## src/rtl/tt_slot_driver.sv

```systemverilog
// tt_slot_driver
//   Chip-side driver for the per-project iw/ow wrapper buses. It broadcasts
//   {uio_in, ui_in, proj_rst_n, proj_clk} to every slot, enables exactly one
//   slot (or none), and returns the selected slot's {uio_oe, uio_out, uo_out}
//   to the pads. A slot change always runs stop-clock, disable, reset, run.
//
// Ports
//   clk, rst_n        system clock, asynchronous active-low reset
//   sel_valid/addr    slot select request (addr >= N_SLOTS means "all off")
//   sel_ready         request accepted when sel_valid && sel_ready (OFF/RUN)
//   busy              switch sequence in progress (STOP/GAP/RESET)
//   cur_sel           slot latched in GAP
//   ui_pad/uio_pad_in pad inputs, registered onto iw
//   ext_rst_n         user project reset pad, synchronised into proj_rst_n
//   iw                broadcast {uio_in, ui_in, proj_rst_n, proj_clk}
//   ena               one-hot or all-zero slot enable
//   ow_all            concatenated ow words, slot k at [24k+23:24k]
//   uo_pad/uio_pad_*  registered ow fields of the selected slot
module tt_slot_driver #(
    parameter int unsigned N_SLOTS  = 32,
    parameter int unsigned ADDR_W   = 5,
    parameter int unsigned CLK_DIV  = 2,
    parameter int unsigned RST_HOLD = 8
) (
    input  logic                  clk,
    input  logic                  rst_n,
    input  logic                  sel_valid,
    input  logic [ADDR_W-1:0]     sel_addr,
    output logic                  sel_ready,
    output logic                  busy,
    output logic [ADDR_W-1:0]     cur_sel,
    input  logic [7:0]            ui_pad,
    input  logic [7:0]            uio_pad_in,
    input  logic                  ext_rst_n,
    output logic [17:0]           iw,
    output logic [N_SLOTS-1:0]    ena,
    input  logic [N_SLOTS*24-1:0] ow_all,
    output logic [7:0]            uo_pad,
    output logic [7:0]            uio_pad_out,
    output logic [7:0]            uio_pad_oe
);

    localparam int unsigned DIV_W  = (CLK_DIV > 2) ? $clog2(CLK_DIV) : 1;
    localparam int unsigned HOLD_W = $clog2(RST_HOLD + 1);
    localparam logic [DIV_W-1:0]  DIV_LAST = DIV_W'(CLK_DIV - 1);
    localparam logic [DIV_W-1:0]  DIV_HALF = DIV_W'(CLK_DIV / 2);
    localparam logic [DIV_W-1:0]  DIV_PRE  = DIV_W'(CLK_DIV / 2 - 1);
    localparam logic [HOLD_W-1:0] HOLD_MAX = HOLD_W'(RST_HOLD);

    typedef enum logic [2:0] {S_OFF, S_STOP, S_GAP, S_RESET, S_RUN} state_t;

    state_t              state_q, state_d;
    logic [DIV_W-1:0]    div_q, div_d, div_inc;
    logic [HOLD_W-1:0]   hold_q, hold_d;
    logic [ADDR_W-1:0]   req_q, req_d;
    logic [ADDR_W-1:0]   cur_sel_q, cur_sel_d;
    logic                sync1_q;
    logic                pclk_q, pclk_d;
    logic                prst_q, prst_d;
    logic [7:0]          ui_q, ui_d, uio_in_q, uio_in_d;
    logic [N_SLOTS-1:0]  ena_q, ena_d;
    logic [23:0]         slot_ow, pads_q, pads_d;
    logic                busy_q, busy_d, ready_q, ready_d;
    logic                accept, live_d, powered_d;

    assign accept  = sel_valid && ready_q;
    assign div_inc = (div_q == DIV_LAST) ? '0 : div_q + DIV_W'(1);

    always_comb begin
        state_d   = state_q;
        div_d     = div_q;
        hold_d    = hold_q;
        req_d     = req_q;
        cur_sel_d = cur_sel_q;
        case (state_q)
            S_OFF: begin
                div_d = '0;
                if (accept) begin
                    state_d = S_GAP;
                    req_d   = sel_addr;
                end
            end
            S_RUN: begin
                div_d = div_inc;
                if (accept) begin
                    state_d = S_STOP;
                    req_d   = sel_addr;
                end
            end
            // Finish the current proj_clk period so the slot never sees a runt pulse.
            S_STOP: begin
                div_d = div_inc;
                if (div_q == DIV_LAST) state_d = S_GAP;
            end
            S_GAP: begin
                div_d     = '0;
                hold_d    = '0;
                cur_sel_d = req_q;
                state_d   = (32'(req_q) >= N_SLOTS) ? S_OFF : S_RESET;
            end
            // A proj_clk rising edge happens on the DIV_PRE -> DIV_HALF step;
            // leave at the period boundary after the RST_HOLD-th one.
            S_RESET: begin
                div_d = div_inc;
                if (div_q == DIV_PRE && hold_q != HOLD_MAX) hold_d = hold_q + HOLD_W'(1);
                if (div_q == DIV_LAST && hold_q == HOLD_MAX) state_d = S_RUN;
            end
            default: state_d = S_OFF;
        endcase
    end

    // Registered outputs are computed from next-state values so they line up with state_q.
    always_comb begin
        live_d    = (state_d == S_RESET) || (state_d == S_RUN);
        powered_d = live_d || (state_d == S_STOP);
        busy_d    = (state_d == S_STOP) || (state_d == S_GAP) || (state_d == S_RESET);
        ready_d   = (state_d == S_OFF) || (state_d == S_RUN);
        pclk_d    = powered_d && (div_d >= DIV_HALF);
        // sync1_q -> prst_q forms the two-flop synchroniser for ext_rst_n.
        prst_d    = (state_d == S_RUN) && sync1_q;
        ui_d      = live_d ? ui_pad : '0;
        uio_in_d  = live_d ? uio_pad_in : '0;
        slot_ow   = '0;
        ena_d     = '0;
        for (int unsigned i = 0; i < N_SLOTS; i++) begin
            if (cur_sel_d == ADDR_W'(i)) begin
                slot_ow  = ow_all[i*24 +: 24];
                ena_d[i] = powered_d;
            end
        end
        pads_d = live_d ? slot_ow : '0;
    end

    always_ff @(posedge clk or negedge rst_n) begin
        if (!rst_n) begin
            state_q   <= S_OFF;
            div_q     <= '0;
            hold_q    <= '0;
            req_q     <= '0;
            cur_sel_q <= '0;
            sync1_q   <= 1'b0;
            pclk_q    <= 1'b0;
            prst_q    <= 1'b0;
            ui_q      <= '0;
            uio_in_q  <= '0;
            ena_q     <= '0;
            pads_q    <= '0;
            busy_q    <= 1'b0;
            ready_q   <= 1'b1;
        end else begin
            state_q   <= state_d;
            div_q     <= div_d;
            hold_q    <= hold_d;
            req_q     <= req_d;
            cur_sel_q <= cur_sel_d;
            sync1_q   <= ext_rst_n;
            pclk_q    <= pclk_d;
            prst_q    <= prst_d;
            ui_q      <= ui_d;
            uio_in_q  <= uio_in_d;
            ena_q     <= ena_d;
            pads_q    <= pads_d;
            busy_q    <= busy_d;
            ready_q   <= ready_d;
        end
    end

    assign iw          = {uio_in_q, ui_q, prst_q, pclk_q};
    assign ena         = ena_q;
    assign uo_pad      = pads_q[7:0];
    assign uio_pad_out = pads_q[15:8];
    assign uio_pad_oe  = pads_q[23:16];
    assign busy        = busy_q;
    assign sel_ready   = ready_q;
    assign cur_sel     = cur_sel_q;

endmodule

```

## config.mk

```make
export PLATFORM = sky130hd
export DESIGN_NAME = tt_slot_driver
export DESIGN_NICKNAME = d
export VERILOG_FILES = /design/src/rtl/tt_slot_driver.sv
export SDC_FILE = /design/constraint.sdc
export NUM_CORES = 1
export LEC_CHECK = 0
export ABC_AREA = 1
export CORE_AREA = 8 8 339 341
export DETAILED_ROUTE_END_ITERATION = 16
export DIE_AREA = 0 0 347 349
export HOLD_SLACK_MARGIN = 0.03
export SYNTH_ARGS = -nofsm -noshare
export SYNTH_HDL_FRONTEND = slang
export SYNTH_SLANG_ARGS = --single-unit
```

## constraint.sdc

```tcl
create_clock -name clk -period 4.8 [get_ports clk]
set_input_delay 1.44 -clock clk [delete_from_list [all_inputs] [get_ports clk]]
set_output_delay 1.44 -clock clk [all_outputs]
set_load 0.02 [all_outputs]
```

==> run_results.csv <==
group,metric,value,unit
status,outcome,"finished clean",
detailed_routing,ant_nets,0,
yosys,synth_edf_count,0,
layout,fin_nets,3517,
floorplan,start_util,8.88,%
pwr,leakagePower,9.11,nW
sta,whs,0.468,ns
placed_design,dpl-instance-area,20900,sq um
layout,drive_above_1_share,9.28,%
yosys,ys_seq_area_share,24.4,%
yosys,synth_warnings,0,
detailed_routing,first_iter_violations,1117,
sta,finalCriticalPeriod,4.65,ns
yosys,synth.largest_area_cell,"dfrtp_1",
worst_setup_path,slowest_stage,"clkdlybuf4s50_1",
clock_tree,postCtsHoldBufs,0,
grt,grt.overflow.total,0,
grt,grtUsageTotal,18.4,%
worst_setup_path,crit_fanout,1,
yosys,synth_nets,2594,
worst_hold_path,hold_class,"reg -> reg",
detailed_routing,wl,118000,microns
worst_setup_path,slowest_delay,0.45,ns
placed_design,gp_congestion,0.948,
worst_setup_path,critPathCaptureType,"flop",
pwr,pwr_density_cell,553,nW/um^2
yosys,synth_cells,1799,
worst_setup_path,crit_top_cell,"nand4_1",
worst_setup_path,setup.worst_path.class,"in -> reg",
worst_setup_path,startpoint_type,"input port",
clock_tree,cts_tree,"built",
worst_setup_path,cp.arrival,4.95,ns
pwr,p_sw,7.18,mW
pwr,p_int,4.68,mW
yosys,synth_commonest_cells,"nand2_1 (596), nor2_1 (350), inv_1 (226), nand4_1 (151), nand3_1 (103)",
layout,final_area,21500,sq um
grt,grt_pass1_wl,152000,microns
grt,grt_pass1_vias,16800,
run,max_cap_viol_count,0,
pwr,vdd_drop_max,0.308,mV
sta,finalHoldViolations,0,
sta,rsz0062_at_grt,"true",
worst_setup_path,critPathBufInv,5,
sta,fin_crit_sh,97.0,%
yosys,synthDistinctLibCells,34,
sta,drv_slew,0,
yosys,async_flop_share,100,%
grt,grt_max_degree,53,
sta,clock.fmax,215,MHz
floorplan,core,110000,sq um
floorplan,die_area,121000,sq um
yosys,postSynthAreaPerCell,5.41,sq um
detailed_routing,drc,0,
placed_design,place_inst,4134,
clock_tree,insertion_delay,0.42,ns
detailed_routing,vias,16100,
clock_tree,clock-root-buffer,"clkbuf_16",
pwr,switching_share,60.5,%
yosys,synth_ff_type,"dfrtp_1",
pwr,combPwrFrac,83.3,%
clock_tree,clockBufferDepth,2,
worst_setup_path,critical-path-top-delay-family,"simple AND/OR/NAND/NOR gates",
sta,setup_viol,0,
layout,final_cells,4168,
floorplan,io_pins,874,
yosys,synth_top_area_share,24.2,%
grt,grt_antenna_before_repair,29,
yosys,synth-seq-cells,95,
sta,max_slew_margin,37.5,%
yosys,synth_area,9730,sq um
clock_tree,cts.htree.levels,3,
worst_setup_path,cp_data_required_time,5.09,ns
sta,tightest_slew,0.936,ns
worst_setup_path,path_cells,"clkdlybuf4s50_1, nand3_1, nand4_1, nor2_1, buf_4, nand4_1, nor2_2, buf_4, nand3_1, nand2_2, buf_12, nand4_1, nand2_1, nand4_1, nor2_1, nand4_1, buf_4, nor2_1, nand4_1, nand2_1, a21oi_1",
floorplan,die_h,349,microns
floorplan,die_x,347,microns
sta,skew,0.0246,ns
pwr,clockPowerShare,7.0,%
floorplan,rows,122,
detailed_routing,dr.pass1.iters,6,
detailed_routing,via_per_inst,3.87,
clock_tree,clock-sinks,95,
yosys,synth_most_common_cell,"nand2_1",
detailed_routing,wl_per_cell,28.4,microns
layout,synthToLayoutAreaGrowth,121,%
pwr,seq_power_share,9.7,%
placed_design,dpl.hpwl,104000,microns
placed_design,io_buffers,873,
clock_tree,cts_buffers,9,
clock_tree,clk_pin_slew,0.10,ns
yosys,ys_top_cells_by_area,"dfrtp_1 (24%), nand2_1 (23%), nor2_1 (13%)",
==> power by group through the flow <==
stage               Combinational, mW  Clock [mW]  Sequential (mW)
finish                           9.88       0.831             1.16
global route                     10.7       0.887             1.18
CTS                              10.1       0.876             1.15
detailed placement               9.87           0             1.16
global placement                 9.91           0             1.16
floorplan                        3.43           0             1.36
==> repair_timing <==
item                       CTS  global route
pin swaps                    9            10
gates cloned                 0             0
buffers inserted             1             2
resized for setup           49            15
setup endpoints to repair   13            16
==> worst min-delay path: stages, from the launching register on <==
cell and delay (ns):
dfrtp_1 0.36, inv_1 0.04, nor2_1 0.03
==> final cells by class <==
cell class / instances / area (sq um)
Timing Repair Buffer: 998 / 9720
Tap cell: 1426 / 1780
Antenna cell: 15 / 37.5
Multi-Input combinational cell: 1384 / 6390
Fill cell: 12600 / 88100
Clock inverter: 7 / 60.1
Inverter: 234 / 878
Clock buffer: 9 / 225
Sequential cell: 95 / 2380
==> flip-flops by register name, indices dropped and copies added, names as in the netlist <==
register / count
busy: 1
cur_sel: 5
div_q: 1
ena: 32
hold_q: 4
pads_q: 24
pclk_q: 1
prst_q: 1
req_q: 5
sel_ready: 1
state_q: 3
sync1_q: 1
ui_q: 8
uio_in_q: 8
==> per-stage QoR <==
| stage | total power, mW | setup slack, ns | util [%] | setup TNS [ns] |
|---|---|---|---|---|
| finish | 11.9 | 0.145 | 19.6 | 0 |
| floorplan | 4.78 | 1.97 | - | 0 |
| CTS | 12.2 | -0.0380 | 19.5 | -0.0380 |
| global route | 12.8 | -0.00902 | 19.6 | -0.00902 |
| detailed placement | 11.0 | -1.27 | 19.1 | -8.09 |
| global placement | 11.1 | -1.25 | 19.1 | -8.09 |
==> metal layers <==
layer	part of all wire, %	global-route usage [%]	routed length, microns
met5	0.055	0	65
met3	6.3	4.60	7460
met1	42	22.3	49300
met4	2.1	4.31	2520
met2	50	32.6	58800
==> worst paths after layout <==
path | startpoint | endpoint | slack, ns | depth (start not counted)
max | ow_all[120] | pads_q[0]$_DFF_PN0_ | 0.15 | 21
min | sync1_q$_DFF_PN0_ | prst_q$_DFF_PN0_ | 0.47 | 2
max reg2reg | state_q[0]$_DFF_PN0_ | pads_q[7]$_DFF_PN0_ | 0.23 | 24
min reg2reg | sync1_q$_DFF_PN0_ | prst_q$_DFF_PN0_ | 0.47 | 2
max in group asynchronous | rst_n | sel_ready$_DFF_PN1_ | 2.77 | 2
min in group asynchronous | rst_n | uio_in_q[4]$_DFF_PN0_ | 1.01 | 1
==> logic make-up (layout without fill, tap and decap cells) <==
logic type | Yosys count | count (layout) | synth area share [%]
other | 0 | 15 | 0
adders and majority gates | 2 | 2 | 0.257
and+or+nand+nor | 1285 | 1285 | 57.2
AOI/OAI and AO/OA | 97 | 97 | 5.23
DFF | 95 | 95 | 24.4
buffers and inverters | 320 | 1248 | 12.9
==> cells in the final DEF, fill, tap and decap left out, types with 11 or more instances in the layout <==
cell,Yosys,layout
a21oi_1,63,63
buf_4,3,122
clkdlybuf4s50_1,0,872
dfrtp_1,94,94
diode_2,0,15
inv_1,226,226
nand2_1,596,587
nand3_1,103,100
nand4_1,151,151
nor2_1,350,311
nor2_2,4,25
nor2_4,2,20
o21ai_0,28,28
or2_1,11,11
or2_2,38,38
No activity file was read; power rests on OpenSTA's default activity.
==> patch 1: new RTL, same settings <==
`RST_HOLD`: 8 -> 4.
--- a/src/rtl/tt_slot_driver.sv
+++ b/src/rtl/tt_slot_driver.sv
@@ -21,5 +21,5 @@
     parameter int unsigned ADDR_W   = 5,
     parameter int unsigned CLK_DIV  = 2,
-    parameter int unsigned RST_HOLD = 8
+    parameter int unsigned RST_HOLD = 4
 ) (
     input  logic                  clk,
Check against the original RTL: same outputs for any inputs over 4 cycles, from zero or initial values and one cycle with rst_n low; that may be too few to reach the edited logic, so the function may still have changed.
==> patch 1 against the unedited design <==
  * Power decreased by 6.1%
  * Cell count is essentially flat
  * Sequential cell count down 1
  * Clock skew increased by 0.00093 ns
  * Maximum frequency increased by 1.2%
  * Critical path type is now flip-flop to flip-flop
  * Register-to-register slack worse by 0.03 ns
  * Final area decreased by 0.36%
  * Via count decreased by 0.63%
  * Largest power group unchanged
  * Wire length decreased by 3.5%
  * Sequential power about the same
  * Area after synthesis increased by 0.24%
  * Setup slack gained 0.055 ns
  * Core utilization fell by 0.070 points
==> patch 1: results (changes against the unedited design) <==
Critical Path Fanout Max=13 (was 1); status=completed (unchanged); Setup crit start=state_q[2] (was ow_all[120]); met3 global-route usage=0.0534 (was 0.0460); dpl hpwl=100 mm (was 104 mm); grt met1 use=0.212 (was 0.223); multi-input logic area=0.00628 sq mm (was 0.00639 sq mm); pre-CTS setup slack=-0.620 ns (was -1.27 ns); drt first pass iters=5 (was 6); worst hold slack=0.492 ns (was 0.468 ns); initial antenna violation count=49 (was 29); leakage power=9.11 nW (about the same); vias per cell=3.84 (was 3.87); post-synthesis adder-cell area fraction=0.00256 (was 0.00257); ANT cells=21 (was 15); multi-input logic cell count=1389 (was 1384); top post-synthesis cells by area=nand2_1 (24%), dfrtp_1 (24%), nor2_1 (13%), nand4_1 (9.9%), inv_1 (8.8%) (was dfrtp_1 (24%), nand2_1 (23%), nor2_1 (13%), nand4_1 (9.7%), inv_1 (8.7%)); Post-Syn Area per Cell=5.41 sq um (about the same); Slowest-stage cell, CP=dfrtp_2 (was clkdlybuf4s50_1); inverters=233 (was 234); compound-cell area share of the yosys netlist=0.0499 (was 0.0523); # clk buffers=10 (was 9); Placed Area=0.0208 sq mm (was 0.0209 sq mm); WL final=114 mm (was 118 mm); count of different cell masters after synthesis=35 (was 34); Non-Clock Buffer Count=993 (was 998); Seq/total area=0.110 (was 0.111); sequential area share after synthesis=0.241 (was 0.244); vias in the first global route=16.6k (was 16.8k); Crit path arrival time=4.87 ns (was 4.95 ns)
## patch 1: what timing repair did
item | in CTS | in global routing
endpoints found under the setup margin | 8 | 16
gates cloned | 0 | 2
buffers inserted | 0 | 14
resized for setup | 12 | 17
pin swaps | 1 | 16
## patch 1: worst reg2reg max path: cells and delay by family (launching register included)
kind / cells / cell delay [ns]
AO/OA/AOI/OAI: 1 / 0.06
buffers and inverters: 3 / 0.58
AND/OR/NAND/NOR: 23 / 3.42
flip-flops: 1 / 0.44
## patch 1: worst max-delay path by stage
stage	end	slack [ns]	cells past startpoint
finish	pads_q[17]	0.20	27
global route	pads_q[1]	-0.05	29
global placement	pads_q[9]	-0.66	19
detailed placement	pads_q[9]	-0.62	19
floorplan	pads_q[13]	1.96	20
CTS	pads_q[0]	0.02	26
## patch 1: routing by layer
| metal | vias up | wire length [microns] |
|---|---|---|
| met5 | - | 94 |
| met4 | 12 | 2970 |
| met3 | 117 | 8740 |
| met2 | 811 | 55100 |
| met1 | 7584 | 47100 |
| li1 | 7488 | - |
==> patch 2: new RTL, same flow settings <==
Without the edit above. Encoding of `state_t`: now one-hot (5 bits for 5 states).
--- a/src/rtl/tt_slot_driver.sv
+++ b/src/rtl/tt_slot_driver.sv
@@ -48,5 +48,5 @@
     localparam logic [HOLD_W-1:0] HOLD_MAX = HOLD_W'(RST_HOLD);
 
-    typedef enum logic [2:0] {S_OFF, S_STOP, S_GAP, S_RESET, S_RUN} state_t;
+    typedef enum logic [4:0] {S_OFF = 5'b00001, S_STOP = 5'b00010, S_GAP = 5'b00100, S_RESET = 5'b01000, S_RUN = 5'b10000} state_t;
 
     state_t              state_q, state_d;
Behaviour: no difference found for any inputs over 4 cycles, from zero or initial values and one cycle with rst_n low; so few cycles prove little.
==> patch 2 against the unedited design <==
  * Sequential cell count is 2 higher
  * Area after synthesis is 0.12% lower
  * Setup slack better by 0.096 ns
  * Power is 25% lower
  * Final area is 1.1% lower
  * Cell count hardly changed
  * Count of clock-buffer cells in the layout stayed put
  * Hold slack worse by 0.0050 ns
  * Wire length is 7.3% lower
  * Critical path type is now flip-flop to flip-flop
  * Largest power group unchanged
==> patch 2: results (changes against the unedited design) <==
status=completed (unchanged); worst slew pin tran=1.01 ns (was 0.936 ns); Post-Syn Area per Cell=5.38 sq um (was 5.41 sq um); Main synth FF type=dfrtp_1 (unchanged); Reg clk slew, reported paths=0.08 ns (was 0.10 ns); hold depth=1 (was 2); hold wc startpoint=sync1_q (unchanged); first-pass GRT wire length=143 mm (was 152 mm); Filler cells=12.6k (about the same); Largest stage delay, worst path=0.60 ns (was 0.45 ns); largest net degree at the start of global routing=68 (was 53); Num CTS Buffers=9 (unchanged); Placer Congestion=0.972 (was 0.948); CP top delay family=simple AND/OR/NAND/NOR gates (unchanged); R2R Path Start=state_q[0] (unchanged); crit path to=pads_q[1] (was pads_q[0]); pre-CTS setup slack=0.123 ns (was -1.27 ns); Ys Warns=0 (unchanged); peak supply drop=0.225 mV (was 0.308 mV); Final Hold Viols=0 (unchanged); Nets=3515 (was 3517); HP Class=flip-flop to flip-flop (unchanged); layout cells sized above 1=0.0767 (was 0.0928); initial antenna violation count=43 (was 29); internal power=3.85 mW (was 4.68 mW); Placed Area=0.0208 sq mm (was 0.0209 sq mm); via count=15.9k (was 16.1k); max reg flops=32 (unchanged); Total Routing Usage GR=0.171 (was 0.184); skew final=0.0184 ns (was 0.0246 ns); IO Port Bufs=873 (unchanged); cell depth of the worst flop-to-flop path=27 (was 24); vias in the first global route=16.7k (was 16.8k); top post-synthesis cells by area=dfrtp_1 (24%), nand2_1 (24%), nor2_1 (14%), nand4_1 (10%), inv_1 (9.0%) (was dfrtp_1 (24%), nand2_1 (23%), nor2_1 (13%), nand4_1 (9.7%), inv_1 (8.7%)); synth cell count leaders=nand2_1 (626), nor2_1 (364), inv_1 (233) (was nand2_1 (596), nor2_1 (350), inv_1 (226)); Post-Syn Nets=2601 (was 2594); clock latency on the worst-skew pair=0.41 ns; leakage power=9.03 nW (was 9.11 nW); WL final=110 mm (was 118 mm); Slowest-stage cell, CP=dfstp_2 (was clkdlybuf4s50_1); H-tree lvl count=3 (unchanged); clk buf depth=2 (unchanged); Placed Cells=4127 (was 4134); fin worst setup slack=0.242 ns (was 0.145 ns); post-DR wirelength/cell=26.3 microns (was 28.4 microns); WHS Endpoint=prst_q (unchanged); crit start category=flip-flop (was input port); drt first pass iters=6 (unchanged); root buffer cell=clkbuf_16 (unchanged); dpl hpwl=96.4 mm (was 104 mm); count of different cell masters after synthesis=33 (was 34); setup slack, reg-to-reg=0.24 ns; initial DRC count=1119 (was 1117); sequential area share after synthesis=0.250 (was 0.244); Crit path arrival time=4.85 ns (was 4.95 ns); share of flip-flops with an asynchronous set or reset=1.00 (unchanged); Critical Path Fanout Max=12 (was 1)
[patch 2: changes by cell type after synthesis, moves of 5 or more]
cell / delta
nand3_1: -40
nand2_1: +30
nor2_1: +14
nand4_1: +9
inv_1: +7
buf_2: -6
clkbuf_1: +5
[patch 2: area by class of cell]
class                   count  area, sq um  share of cell area
clock inverters             7         72.6             0.00342
clock buffers               9          225              0.0106
repair buffers            985         9630               0.454
well taps                1426         1780              0.0840
multi-input cells        1385         6140               0.289
diodes                     13         32.5             0.00153
flip-flops and latches     97         2430               0.114
inverters                 242          917              0.0432
[patch 2: metal layers]
metal | part of all wire | vias to the layer above | global-route usage
met4 | 0.019 | 16 | 0.0326
met3 | 0.076 | 126 | 0.0524
met2 | 0.49 | 804 | 0.302
li1 | - | 7464 | -
met5 | 0.0010 | - | 0
met1 | 0.41 | 7523 | 0.204
[patch 2: power groups by stage]
stage	Sequential, mW	Combinational (mW)	Clock [mW]
global route	1.10	7.67	0.882
detailed placement	1.10	7.16	0
global placement	1.09	7.17	0
CTS	1.08	7.19	0.868
finish	1.08	6.99	0.806
floorplan	1.23	2.63	0
[patch 2: cells by family (layout without fill, tap and decap cells)]
kind of cell | Yosys count | count (layout) | share of synthesized area
and+or+nand+nor | 1286 | 1286 | 0.566
buffers and inverters | 324 | 1243 | 0.129
DFF | 97 | 97 | 0.250
AOI/OAI and AO/OA | 95 | 95 | 0.0504
adders and majority gates | 2 | 2 | 0.00257
xor gates and xnor gates | 1 | 1 | 0.000901
muxes | 1 | 1 | 0.00116
other | 0 | 13 | 0
[patch 2: metrics by stage]
step / hold WS (ns) / utilization
after floorplan: 0.434 / -
after global placement: 0.438 / 0.190
after detailed placement: 0.445 / 0.190
after CTS: 0.466 / 0.193
after global routing: 0.481 / 0.194
final: 0.463 / 0.194
[patch 2: worst register-to-register path, cell delays in order (launching register included)]
cell and delay, ns:
dfstp_2 0.60, nor2_4 0.05, nand3_4 0.13, buf_4 0.13
nand2_1 0.05, o21ai_2 0.09, nor2_1 0.07, inv_1 0.12
nor2_1 0.07, nand2_1 0.09, inv_1 0.32, buf_4 0.32
nand2_1 0.17, nand4_1 0.30, nor2_1 0.18, buf_4 0.18
nand4_1 0.12, nor2_1 0.17, nand4_1 0.10, nor2_1 0.12
nand4_1 0.09, nor2_1 0.30, buf_4 0.18, nand4_1 0.07
nor2_1 0.13, nand4_1 0.14, nor2_1 0.13, nor2_1 0.05
[patch 2: what timing repair did]
item | in CTS | in global routing
endpoints found under the setup margin | 0 | 20
buffers inserted | 0 | 8
resized for setup | 0 | 9
